--- src/rtl/mul_div_unit.sv ---
// -----------------------------------------------------------------------------
// mul_div_unit
// Iterative multiply/divide unit that sits beside the ALU in the execute stage
// and owns the architectural HI/LO registers. It serves MULT, MULTU, DIV, DIVU
// (DATA_WIDTH iterations plus one sign-fix cycle) and MTHI/MTLO (single edge).
//
// Ports
//   i_clk       single clock, rising edge
//   i_rst       asynchronous, active-high reset
//   i_start     request, sampled only while idle
//   i_op        000 MULT, 001 MULTU, 010 DIV, 011 DIVU, 100 MTHI, 101 MTLO
//   i_a         multiplicand / dividend / MTHI-MTLO source (rs)
//   i_b         multiplier / divisor (rt)
//   o_busy      iterative operation in flight
//   o_done      one-cycle pulse: o_hi/o_lo hold the new result
//   o_div_zero  DIV/DIVU had a zero divisor; held until the next accepted op
//   o_hi, o_lo  HI and LO registers
// -----------------------------------------------------------------------------
module mul_div_unit #(
   parameter int DATA_WIDTH = 32
) (
   input  logic                  i_clk,
   input  logic                  i_rst,
   input  logic                  i_start,
   input  logic [2:0]            i_op,
   input  logic [DATA_WIDTH-1:0] i_a,
   input  logic [DATA_WIDTH-1:0] i_b,
   output logic                  o_busy,
   output logic                  o_done,
   output logic                  o_div_zero,
   output logic [DATA_WIDTH-1:0] o_hi,
   output logic [DATA_WIDTH-1:0] o_lo
);

   localparam int W  = DATA_WIDTH;
   localparam int CW = $clog2(DATA_WIDTH);

   localparam logic [2:0] OP_MTHI = 3'b100;
   localparam logic [2:0] OP_MTLO = 3'b101;

   typedef enum logic [1:0] {
      ST_IDLE = 2'd0,
      ST_CALC = 2'd1,
      ST_FIX  = 2'd2
   } state_t;

   // Two's-complement negation helpers for single and double width values.
   function automatic logic [W-1:0] neg_w(input logic [W-1:0] v);
      return (~v) + W'(1);
   endfunction

   function automatic logic [2*W-1:0] neg_2w(input logic [2*W-1:0] v);
      return (~v) + (2*W)'(1);
   endfunction

   state_t            r_state;
   state_t            w_state_nxt;
   logic [CW-1:0]     r_cnt;
   logic              r_busy;
   logic              r_done;
   logic              r_div_zero;
   logic [W-1:0]      r_hi;
   logic [W-1:0]      r_lo;
   // r_acc: multiply = {partial product, remaining multiplier bits};
   //        divide   = {partial remainder, dividend bits / quotient bits}.
   logic [2*W-1:0]    r_acc;
   logic [W-1:0]      r_opb;      // multiplicand magnitude or divisor magnitude
   logic [W-1:0]      r_a_raw;    // original dividend, returned in HI on B=0
   logic              r_is_div;
   logic              r_b_zero;
   logic              r_neg_q;    // negate product / quotient
   logic              r_neg_r;    // negate remainder (sign of dividend)

   logic              w_idle;
   logic              w_accept_iter;
   logic              w_signed_op;
   logic              w_a_neg;
   logic              w_b_neg;
   logic [W-1:0]      w_mag_a;
   logic [W-1:0]      w_mag_b;
   logic [W:0]        w_mul_sum;
   logic [2*W-1:0]    w_mul_next;
   logic [W:0]        w_div_shift;
   logic [W-1:0]      w_div_diff;
   logic              w_div_ge;
   logic [2*W-1:0]    w_div_next;
   logic [2*W-1:0]    w_prod;
   logic [W-1:0]      w_quot;
   logic [W-1:0]      w_rem;

   assign w_idle        = (r_state == ST_IDLE);
   assign w_accept_iter = w_idle && i_start && (i_op[2] == 1'b0);
   // MULT (000) and DIV (010) are the signed variants.
   assign w_signed_op   = (i_op[0] == 1'b0);
   assign w_a_neg       = w_signed_op && i_a[W-1];
   assign w_b_neg       = w_signed_op && i_b[W-1];
   assign w_mag_a       = w_a_neg ? neg_w(i_a) : i_a;
   assign w_mag_b       = w_b_neg ? neg_w(i_b) : i_b;

   // Radix-2 shift-add: add multiplicand when the current multiplier bit is 1,
   // then shift the whole accumulator right; the carry lands in the top bit.
   assign w_mul_sum  = {1'b0, r_acc[2*W-1:W]} + (r_acc[0] ? {1'b0, r_opb} : {(W+1){1'b0}});
   assign w_mul_next = {w_mul_sum, r_acc[W-1:1]};

   // Restoring divide: shift the next dividend bit into the remainder and
   // subtract the divisor when it fits. The difference always fits W bits.
   assign w_div_shift = r_acc[2*W-1:W-1];
   assign w_div_ge    = (w_div_shift >= {1'b0, r_opb});
   assign w_div_diff  = w_div_shift[W-1:0] - r_opb;
   assign w_div_next  = w_div_ge ? {w_div_diff, r_acc[W-2:0], 1'b1}
                                 : {w_div_shift[W-1:0], r_acc[W-2:0], 1'b0};

   // Sign correction applied in the FIX cycle. The DIV overflow case
   // (MIN / -1) falls out naturally: magnitude 2^(W-1) negates to itself.
   assign w_prod = r_neg_q ? neg_2w(r_acc) : r_acc;
   assign w_quot = r_neg_q ? neg_w(r_acc[W-1:0]) : r_acc[W-1:0];
   assign w_rem  = r_neg_r ? neg_w(r_acc[2*W-1:W]) : r_acc[2*W-1:W];

   // FSM state register.
   always_ff @(posedge i_clk or posedge i_rst) begin
      if (i_rst) begin
         r_state <= ST_IDLE;
      end else begin
         r_state <= w_state_nxt;
      end
   end

   // FSM next-state logic.
   always_comb begin
      w_state_nxt = r_state;
      case (r_state)
         ST_IDLE: begin
            if (w_accept_iter) begin
               w_state_nxt = ST_CALC;
            end else begin
               w_state_nxt = ST_IDLE;
            end
         end
         ST_CALC: begin
            if (r_cnt == CW'(W-1)) begin
               w_state_nxt = ST_FIX;
            end else begin
               w_state_nxt = ST_CALC;
            end
         end
         ST_FIX:  w_state_nxt = ST_IDLE;
         default: w_state_nxt = ST_IDLE;
      endcase
   end

   // Datapath, HI/LO and registered status outputs.
   always_ff @(posedge i_clk or posedge i_rst) begin
      if (i_rst) begin
         r_cnt      <= '0;
         r_busy     <= 1'b0;
         r_done     <= 1'b0;
         r_div_zero <= 1'b0;
         r_hi       <= '0;
         r_lo       <= '0;
         r_acc      <= '0;
         r_opb      <= '0;
         r_a_raw    <= '0;
         r_is_div   <= 1'b0;
         r_b_zero   <= 1'b0;
         r_neg_q    <= 1'b0;
         r_neg_r    <= 1'b0;
      end else begin
         r_done <= 1'b0;
         case (r_state)
            ST_IDLE: begin
               if (w_accept_iter) begin
                  r_cnt      <= '0;
                  r_busy     <= 1'b1;
                  r_div_zero <= 1'b0;
                  r_is_div   <= i_op[1];
                  r_a_raw    <= i_a;
                  r_b_zero   <= (i_b == {W{1'b0}});
                  r_neg_q    <= w_a_neg ^ w_b_neg;
                  r_neg_r    <= w_a_neg;
                  if (i_op[1]) begin
                     r_acc <= {{W{1'b0}}, w_mag_a};
                     r_opb <= w_mag_b;
                  end else begin
                     r_acc <= {{W{1'b0}}, w_mag_b};
                     r_opb <= w_mag_a;
                  end
               end else if (i_start && (i_op == OP_MTHI)) begin
                  r_hi <= i_a;
               end else if (i_start && (i_op == OP_MTLO)) begin
                  r_lo <= i_a;
               end else begin
                  r_busy <= 1'b0;
               end
            end
            ST_CALC: begin
               r_cnt <= r_cnt + CW'(1);
               if (r_is_div) begin
                  r_acc <= w_div_next;
               end else begin
                  r_acc <= w_mul_next;
               end
            end
            ST_FIX: begin
               r_busy <= 1'b0;
               r_done <= 1'b1;
               if (!r_is_div) begin
                  r_hi <= w_prod[2*W-1:W];
                  r_lo <= w_prod[W-1:0];
               end else if (r_b_zero) begin
                  r_hi       <= r_a_raw;
                  r_lo       <= {W{1'b1}};
                  r_div_zero <= 1'b1;
               end else begin
                  r_hi <= w_rem;
                  r_lo <= w_quot;
               end
            end
            default: begin
               r_busy <= 1'b0;
            end
         endcase
      end
   end

   assign o_busy     = r_busy;
   assign o_done     = r_done;
   assign o_div_zero = r_div_zero;
   assign o_hi       = r_hi;
   assign o_lo       = r_lo;

endmodule

--- config.mk ---
export PLATFORM = sky130hd
export DESIGN_NAME = mul_div_unit
export DESIGN_NICKNAME = d
export VERILOG_FILES = /design/src/rtl/mul_div_unit.sv
export SDC_FILE = /design/constraint.sdc
export NUM_CORES = 1
export LEC_CHECK = 0
export CORE_MARGIN = 5
export CORE_UTILIZATION = 50
export CTS_CLUSTER_SIZE = 25
export DETAILED_ROUTE_END_ITERATION = 10
export GPL_ROUTABILITY_DRIVEN = 0
export PLACE_DENSITY = 0.75
export SYNTH_ARGS = -nofsm -noshare
export SYNTH_HDL_FRONTEND = slang
export SYNTH_SLANG_ARGS = --single-unit
--- constraint.sdc ---
create_clock -name i_clk -period 9.8 [get_ports i_clk]
set_clock_uncertainty 0.15 [all_clocks]
set_input_delay 1.96 -clock i_clk [delete_from_list [all_inputs] [get_ports i_clk]]
set_output_delay 1.96 -clock i_clk [all_outputs]
set_load 0.02 [all_outputs]
==> Word-level counts from Yosys, hierarchy flattened <==
Index checks and enable logic that the tools add are counted.
W data, S select, Z words.
{ "totals": {"reg_bits": 206, "input_bits": 70, "out_inout_bits": 67, "word_cells": 99} }
{ "op_classes": {"addsub": 8, "order_cmp": 1, "n_eq_ne": 14, "muxes": 37, "bitwise_logic": 9, "reduce_logical": 16} }
{ "ops": {"columns": ["operator", "count"], "rows": [
  ["$mux W32", 16],
  ["$mux W64", 4],
  ["$add A32 B1 Y32 const B", 4],
  ["$not A32 Y32", 4],
  ["$pmux W32 S2", 2],
  ["$pmux W64 S2", 1],
  ["$add A64 B1 Y64 const B", 1],
  ["$not A64 Y64", 1],
  ["$add A32 B32 Y33", 1],
  ["$ge A33 B32 Y1", 1],
  ["$logic_not A32 Y1", 1],
  ["$sub A32 B32 Y32", 1],
  ["$pmux W5 S2", 1],
  ["$mux W1", 8],
  ["$ne A2 B2 Y1 const B", 4],
  ["$reduce_and A4 Y1", 2],
  ["$eq A3 B3 Y1 const B", 2],
  ["$logic_and A1 B1 Y1", 6],
  ["$ne A2 B1 Y1 const B", 3],
  ["$ne A3 B3 Y1 const B", 2],
  ["$reduce_and A3 Y1", 2],
  ["$add A5 B1 Y5 const B", 1],
  ["$eq A5 B5 Y1 const B", 1],
  ["$mux W5", 1],
  ["other kinds (10)", 15]
]} }

==> Depth between registers and ports, before layout <==
{ "logic_depth": {"word_depth": 6, "depth_mapped": 15} }

==> Least setup slack after synthesis <==
No wires, ideal clock.
{ "synth_path": {"kind": "in2reg", "startpoint": "in i_a[1]", "endpoint": "reg r_acc[30]", "t_arrival_ns": 4.143, "t_required_ns": 9.513, "path_slack_ns": 5.370, "path_stages": 11, "path_cell_list": "inv_1 -> ha_1 -> or4b_1 -> nor4b_4 -> nand2_1 -> nor2_1 -> a21oi_1 -> xor2_1 -> or2_2 -> a221oi_1 -> a21oi_1"} }
{ "synth_between": {"elab_chain_len": 6} }
{ "synth_rtl": {"columns": ["item", "line", "source"], "rows": [
  ["from (decl)", "26", "input logic [DATA_WIDTH-1:0] i_a,"],
  ["$not A32 Y32", "49", "return (~v) + W'(1);"],
  ["$add A32 B1 Y32", "49", null],
  ["$mux W32", "97", "assign w_mag_a = w_a_neg ? neg_w(i_a) : i_a;"],
  ["$mux W32", "180", "if (i_op[1]) begin"],
  ["$mux W64", "171", "if (w_accept_iter) begin"],
  ["$pmux W64 S2", "169", "case (r_state)"],
  ["to (signal assigned)", "181", "r_acc <= {{W{1'b0}}, w_mag_a};"],
  ["to (signal assigned)", "184", "r_acc <= {{W{1'b0}}, w_mag_b};"],
  ["to (signal assigned)", "198", "r_acc <= w_div_next;"],
  ["to (decl)", "66", "logic [2*W-1:0] r_acc;"]
]} }
No other way between the ends. The select of a mux whose other input is x is not followed.
A chain may end at the register's enable or synchronous reset.

==> Worst setup path in the final report <==
{ "layout_path": {"startpoint": "in i_a[0]", "endpoint": "reg r_acc[30]"} }
The elaborated chain is that of the path after synthesis.

==> reports/summary.txt <==
worst vdd ir: 177.6 µV
IO buf count: 136
mapped cell area: 17160 µm²
final worst-path cycle share: 50.76%
pwr/cell area: 386.9 nW/µm²
top_reg_cell synth: dfrtp_1
Yosys cell types: 83
WS Path Type: primary input to flip-flop
met3 WL: 7.741 mm
Area Overhead vs Synth: 13.84%
commonest non-fill, non-tap cells in the layout: nand2_1, o21ai_0, dfrtp_1
cts repair resizes: 0
fmax: 201.0 MHz
#FFs+latches synth: 206
Detail Placement HPWL: 44.96 mm
GRT Overall Usage: 30.83%
count of final max-slew check failures: 0
Ant. Diodes: 0
Layout fillers: 3068
worst hold margin: 0.3241 ns
most common cell after layout, fill and taps aside: nand2_1
Bufs and invs on worst path: 2
I/O pin count: 137
CTS max path bufs: 3
# setup viols final: 0
cts hold-fix bufs: 0
beginning of the worst hold path: r_a_raw[28]
Core Rows: 67
ys async rst share: 100.0%
slew at the pin with the worst max-slew slack: 1.270 ns
Final Hold Fails: 0
root cell of the clock tree: clkbuf_16
RSZ-0062 raised after global routing: no
# DRC: 0
share of cells above drive strength 1: 4.525%
H-tree depth: 1
Initial Util: 50.92%
Mapped Nets: 2364
setup TNS: 0 ns
Yosys top cell area share: 30.04%
met1 wire length: 23.92 mm
CTS Sinks: 206
aggregate global routing overflow: 0
Final #Nets: 2378
register area share after synthesis: 30.04%
crit-path leading delay family: simple AND/OR/NAND/NOR gates
Critical Path RT: 10.07 ns
largest fanout on the critical path: 7
Final ANT Viol Nets: 0
Pre-Repair DR Iteration Count: 5
wire per inst: 22.90 µm
chip width: 195.3 µm
Power Internal: 3.815 mW
WL final: 61.87 mm
final core utilization: 57.97%
slowest CP cell: clkdlybuf4s50_1
CTS buffer count: 25
CP Launch Point: i_a[0]
Max Cap Violations: 0
top sig layer: met5
Reg-to-Reg Start: r_acc[43]
core area: 33700 µm²
Die ar.: 38130 µm²
Via Count: 17770
global-route wire length before repair: 95.04 mm
initial DRC count: 2169
Sw Pwr: 3.743 mW
pin count of the biggest net entering global routing: 100
Sw Ratio: 49.53%
Syn Inst Count: 2222
vias per inst: 6.578
Data arrival, critical path: 5.24 ns
CP cell instances: clkdlybuf4s50_1, inv_1, ha_1, or4b_1, nor4b_4, nand2_1, nor2_1, a21oi_1, xor2_1, or2_2, a221oi_1, a21oi_1
Area contributors post-synth: dfrtp_1, nand2_1, o21ai_0
die extent in y: 195.3 µm
initial antenna violation count: 1
Setup crit end kind: flip-flop
vias in the first global route: 16800
setup bufs post-CTS: 0
max_slew headroom: 15.05%
CP dominant cell by count: a21oi_1
slowest stage delay, CP: 0.60 ns
Clock Latency Late Sink: 0.56 ns
number of synthesized flops with an enable pin: 0
status: completed
CTS tree: done
average cell area after synthesis: 7.723 µm²
combinational power share: 60.6%
Clk pwr share: 13.6%
sequential share of power: 25.8%
leakage dissipation: 8.072 nW
Hold Path Class: flip-flop to flip-flop
Clock transition at path regs: 0.06 ns
CP Launch Type: primary input
Final Critical Period: 4.974 ns
largest area contributor in the netlist: dfrtp_1
Ys Warns: 0
met2 routed WL: 26.10 mm
[per-stage QoR]
step / total power [mW] / setup slack [ns] / cells / cell area, µm²
floorplan: 5.024 / 2.066 / 2222 / 17160
global placement: 6.245 / 4.406 / 2657 / 18630
detailed placement: 6.390 / 4.343 / 2657 / 18630
CTS: 7.437 / 4.908 / 2702 / 19540
global route: 8.070 / 4.662 / 2702 / 19540
finish: 7.558 / 4.826 / 2702 / 19540
[per-layer routing]
metal / vias up / global-route usage (%)
li1: 8032 / -
met1: 8432 / 41.04
met2: 1090 / 45.90
met3: 217 / 7.824
met4: 2 / 17.07
met5: - / 0
[layout make-up]
class / count / area, µm² / share of cell area (%)
multi-input combinational: 1775 / 11110 / 56.89
tap: 448 / 560.5 / 2.869
inverter: 69 / 266.5 / 1.364
sequential: 206 / 5159 / 26.41
clock buffer: 34 / 719.4 / 3.683
clock inverter: 11 / 188.9 / 0.9671
timing repair buffer: 159 / 1529 / 7.826
[final timing paths]
| path | endpoint | slack (ns) | cells past startpoint |
|---|---|---|---|
| worst max-delay path | r_acc[30] | 4.83 | 12 |
| worst max register to register | r_acc[56] | 5.27 | 10 |
| worst min-delay path | r_a_raw[28] | 0.32 | 2 |
| worst min register to register | r_a_raw[28] | 0.32 | 2 |
| min in group asynchronous | o_lo[19] | 1.74 | 2 |
| max in group asynchronous | r_is_div | 6.41 | 3 |
[tightest hold or removal path, delay by kind of cell, from the launching register on]
family	cells	cell delay, ns
flip-flops	1	0.34
AND/OR/NAND/NOR	2	0.10
[power by group through the flow]
stage	registers (mW)	logic, mW	clock network, mW
6_report	1.95	4.58	1.03
5_1_grt	1.98	5.03	1.07
4_1_cts	1.90	4.51	1.03
3_5_place_dp	1.91	4.48	0
3_3_place_gp	1.89	4.36	0
2_1_floorplan	1.72	3.30	0
[cells in the mapped netlist, drive strengths merged (5+ instances only)]
master and instances:
nor2b 18, o221ai 5, a22o 6, and2 12, a21o 24, a221oi 11, xnor2 110, nand2b 16
o21a 17, nor4 14, xor2 67, o311ai 5, o2111ai 7, o22ai 38, a311oi 5, nand2 335
and3 11, o211ai 51, or3 32, or2 14, nor3 30, dfrtp 206, nand3 42, mux2i 53
o21ai 228, o31ai 30, o41ai 14, o21bai 12, a22oi 19, nand4 15, a222oi 5, nand3b 6
a21oi 164, or4 11, a211o 6, ha 70, a211oi 46, clkbuf 143, nor2 154, inv 67
buf 29, a31oi 23
[cell families after synthesis]
logic type / Yosys count / synth area share [%]
flops: 206 / 30.04
simple gates: 723 / 19.47
xor+xnor: 177 / 9.033
compound gates: 748 / 27.51
mux: 55 / 3.223
fa+ha+maj: 72 / 5.337
buf+inv: 241 / 5.388
[registers in the layout, summed over array words and instances (netlist names), 2 cells and up]
name and flops:
r_acc 64, o_hi 32, o_lo 32, r_a_raw 32
r_opb 32, r_cnt 5, r_state 2
Note: power is estimated with default switching activity, not from simulation.
==> variant: new RTL, same settings <==
The parameter `DATA_WIDTH` goes from 32 to 16.
--- a/src/rtl/mul_div_unit.sv
+++ b/src/rtl/mul_div_unit.sv
@@ -18,5 +18,5 @@
 // -----------------------------------------------------------------------------
 module mul_div_unit #(
-   parameter int DATA_WIDTH = 32
+   parameter int DATA_WIDTH = 16
 ) (
    input  logic                  i_clk,
Interface: changed (resized i_a, i_b, o_hi and o_lo); port bits go from 137 to 73. The function was not compared with the original's and may differ.
==> variant against the original RTL <==
- sequential power shrank 51%
- routed wire length shrank 59%
- power shrank 53%
- count of clock-buffer cells in the layout shrank 21
- largest cell class unchanged
- worst hold slack gained 0.0069 ns
- cell count shrank 50%
- area after synthesis shrank 50%
- setup slack gained 0.52 ns
- sequential cell count shrank 97
- design area shrank 51%
- global-route usage shrank 4.8 points
==> variant: results (changes against the original RTL) <==
[metrics] status: finished, final reports clean
[metrics] synth cell count leaders: 173 x nand2_1, 128 x o21ai_0, 109 x dfrtp_1, 101 x nor2_1, 83 x a21oi_1
[metrics] First-pass DRT Iterations: 5 (unchanged)
[metrics] detailed router's first-iteration violation count: 873 (-60%)
[metrics] clock-pin slew on the worst setup and hold paths: 0.08 ns (+0.02 ns)
[metrics] htree depth: 3 (+2)
[metrics] cell leakage power: 0.004036 µW (-50%)
[metrics] placement-stage cell area: 9354 µm² (-50%)
[metrics] clk_lat worst skew: 0.36 ns (-0.20 ns)
[metrics] CP peak stage delay: 0.56 ns (-0.04 ns)
[metrics] count of input and output buffers: 72 (-47%)
[metrics] final HPWL from detailed placement: 18800 µm (-58%)
[metrics] met3 GRT Util: 5.080% (-2.7 points)
[metrics] register area share after synthesis: 31.80% (+1.8 points)
[metrics] total number of vias: 8234 (-54%)
[metrics] met1 Resource Use GR: 36.58% (-4.5 points)
[metrics] Yosys cell types: 61 (-27%)
[metrics] max FFs per register: 32 (-50%)
[metrics] Total Nets Final: 1205 (-49%)
[metrics] GR met2 Demand/Resource: 40.73% (-5.2 points)
[metrics] top post-synthesis cells by area: dfrtp_1 32%, nand2_1 7.6%, o21ai_0 7.5%, xnor2_1 6.0%, ha_1 5.4%
[metrics] hold buffer count at CTS: 0 (unchanged)
[metrics] share of final-layout standard cells stronger than drive strength 1: 4.148% (-0.38 points)
[metrics] combined global-route utilization of all metal layers: 26.03% (-4.8 points)
[metrics] number of antenna violations at the first check in global routing: 0 (-1)
[metrics] FILL cells: 1562 (-49%)
[metrics] maximum root-to-sink buffer count: 2 (-1)
[metrics] TritonCTS buffer count: 9 (-64%)
[metrics] via count of the first global-routing pass: 7705 (-54%)
[metrics] worst vdd rail ir drop: 0.1656 mV (-6.7%)
[metrics] worst-path maximum fanout: 5 (-2)
[metrics] first-pass GRT wire length: 41660 µm (-56%)
[metrics] sum of routed wire length over all layers: 25640 µm (-59%)
variant: changes by cell type after synthesis, moves of 30 or more:
cell / before / now
nand2_1: 333 / 173
dfrtp_1: 206 / 109
o21ai_0: 214 / 128
a21oi_1: 164 / 83
clkbuf_1: 142 / 66
nor2_1: 154 / 101
xnor2_1: 110 / 59
o211ai_1: 51 / 12
xor2_1: 67 / 29
a211oi_1: 46 / 10
ha_1: 70 / 37
nand3_1: 42 / 12
variant: kinds of logic (layout without fill, tap and decap cells):
group,after synthesis,after routing,synth area share (%)
compound gates,342,342,24.23
xor+xnor,88,88,8.986
fa+ha+maj,39,39,5.864
buf+inv,122,141,5.456
flops,109,109,31.80
mux,34,34,4.041
simple gates,380,380,19.62
variant: path summary, 6_finish.rpt:
check / from / end / slack (ns) / depth (start not counted)
max: i_b[0] / r_acc[12]$_DFFE_PP0P_ / 5.35 / 11
min: o_lo[6]$_DFFE_PP0P_ / o_lo[6]$_DFFE_PP0P_ / 0.33 / 2
max reg2reg: r_acc[0]$_DFFE_PP0P_ / r_acc[31]$_DFFE_PP0P_ / 6.21 / 11
min reg2reg: o_lo[6]$_DFFE_PP0P_ / o_lo[6]$_DFFE_PP0P_ / 0.33 / 2
max in group asynchronous: i_rst / r_is_div$_DFFE_PP0P_ / 6.25 / 3
min in group asynchronous: i_rst / r_a_raw[12]$_DFFE_PP0P_ / 1.82 / 2
variant: final cells by class:
| cell class | instances | area [µm²] | share of cell area [%] |
|---|---|---|---|
| timing repair buffer | 81 | 783.3 | 8.103 |
| multi-input combinational | 883 | 5399 | 55.85 |
| inverter | 44 | 167.7 | 1.734 |
| clock inverter | 3 | 42.54 | 0.4401 |
| tap | 220 | 275.3 | 2.848 |
| sequential | 109 | 2729 | 28.23 |
| clock buffer | 13 | 270.3 | 2.796 |
variant: metal layers:
layer / routed length [µm] / share of wire [%]
met3: 2156 / 8.4
met1: 11040 / 43
met2: 11730 / 46
met4: 713 / 2.8
met5: 0 / 0
variant: stage by stage:
step | instances | setup WS [ns]
5_1_grt | 1353 | 5.204
2_1_floorplan | 1114 | 4.816
4_1_cts | 1353 | 5.438
3_5_place_dp | 1337 | 5.071
6_report | 1353 | 5.347
3_3_place_gp | 1337 | 5.128
variant: report_power, final:
part	leakage [µW]	total [µW]	internal [µW]	switching, µW
Clock	0.000152	395	219	175
Sequential	0.00135	948	661	287
Combinational	0.00254	2190	958	1230
variant: worst max-delay path: cells and delay by family:
family                     cells  cell delay [ns]
xor gates and xnor gates       1             0.19
buffers and inverters          2             0.55
adders and majority gates      1             0.15
and+or+nand+nor                3             1.15
AOI/OAI and AO/OA              4             0.48
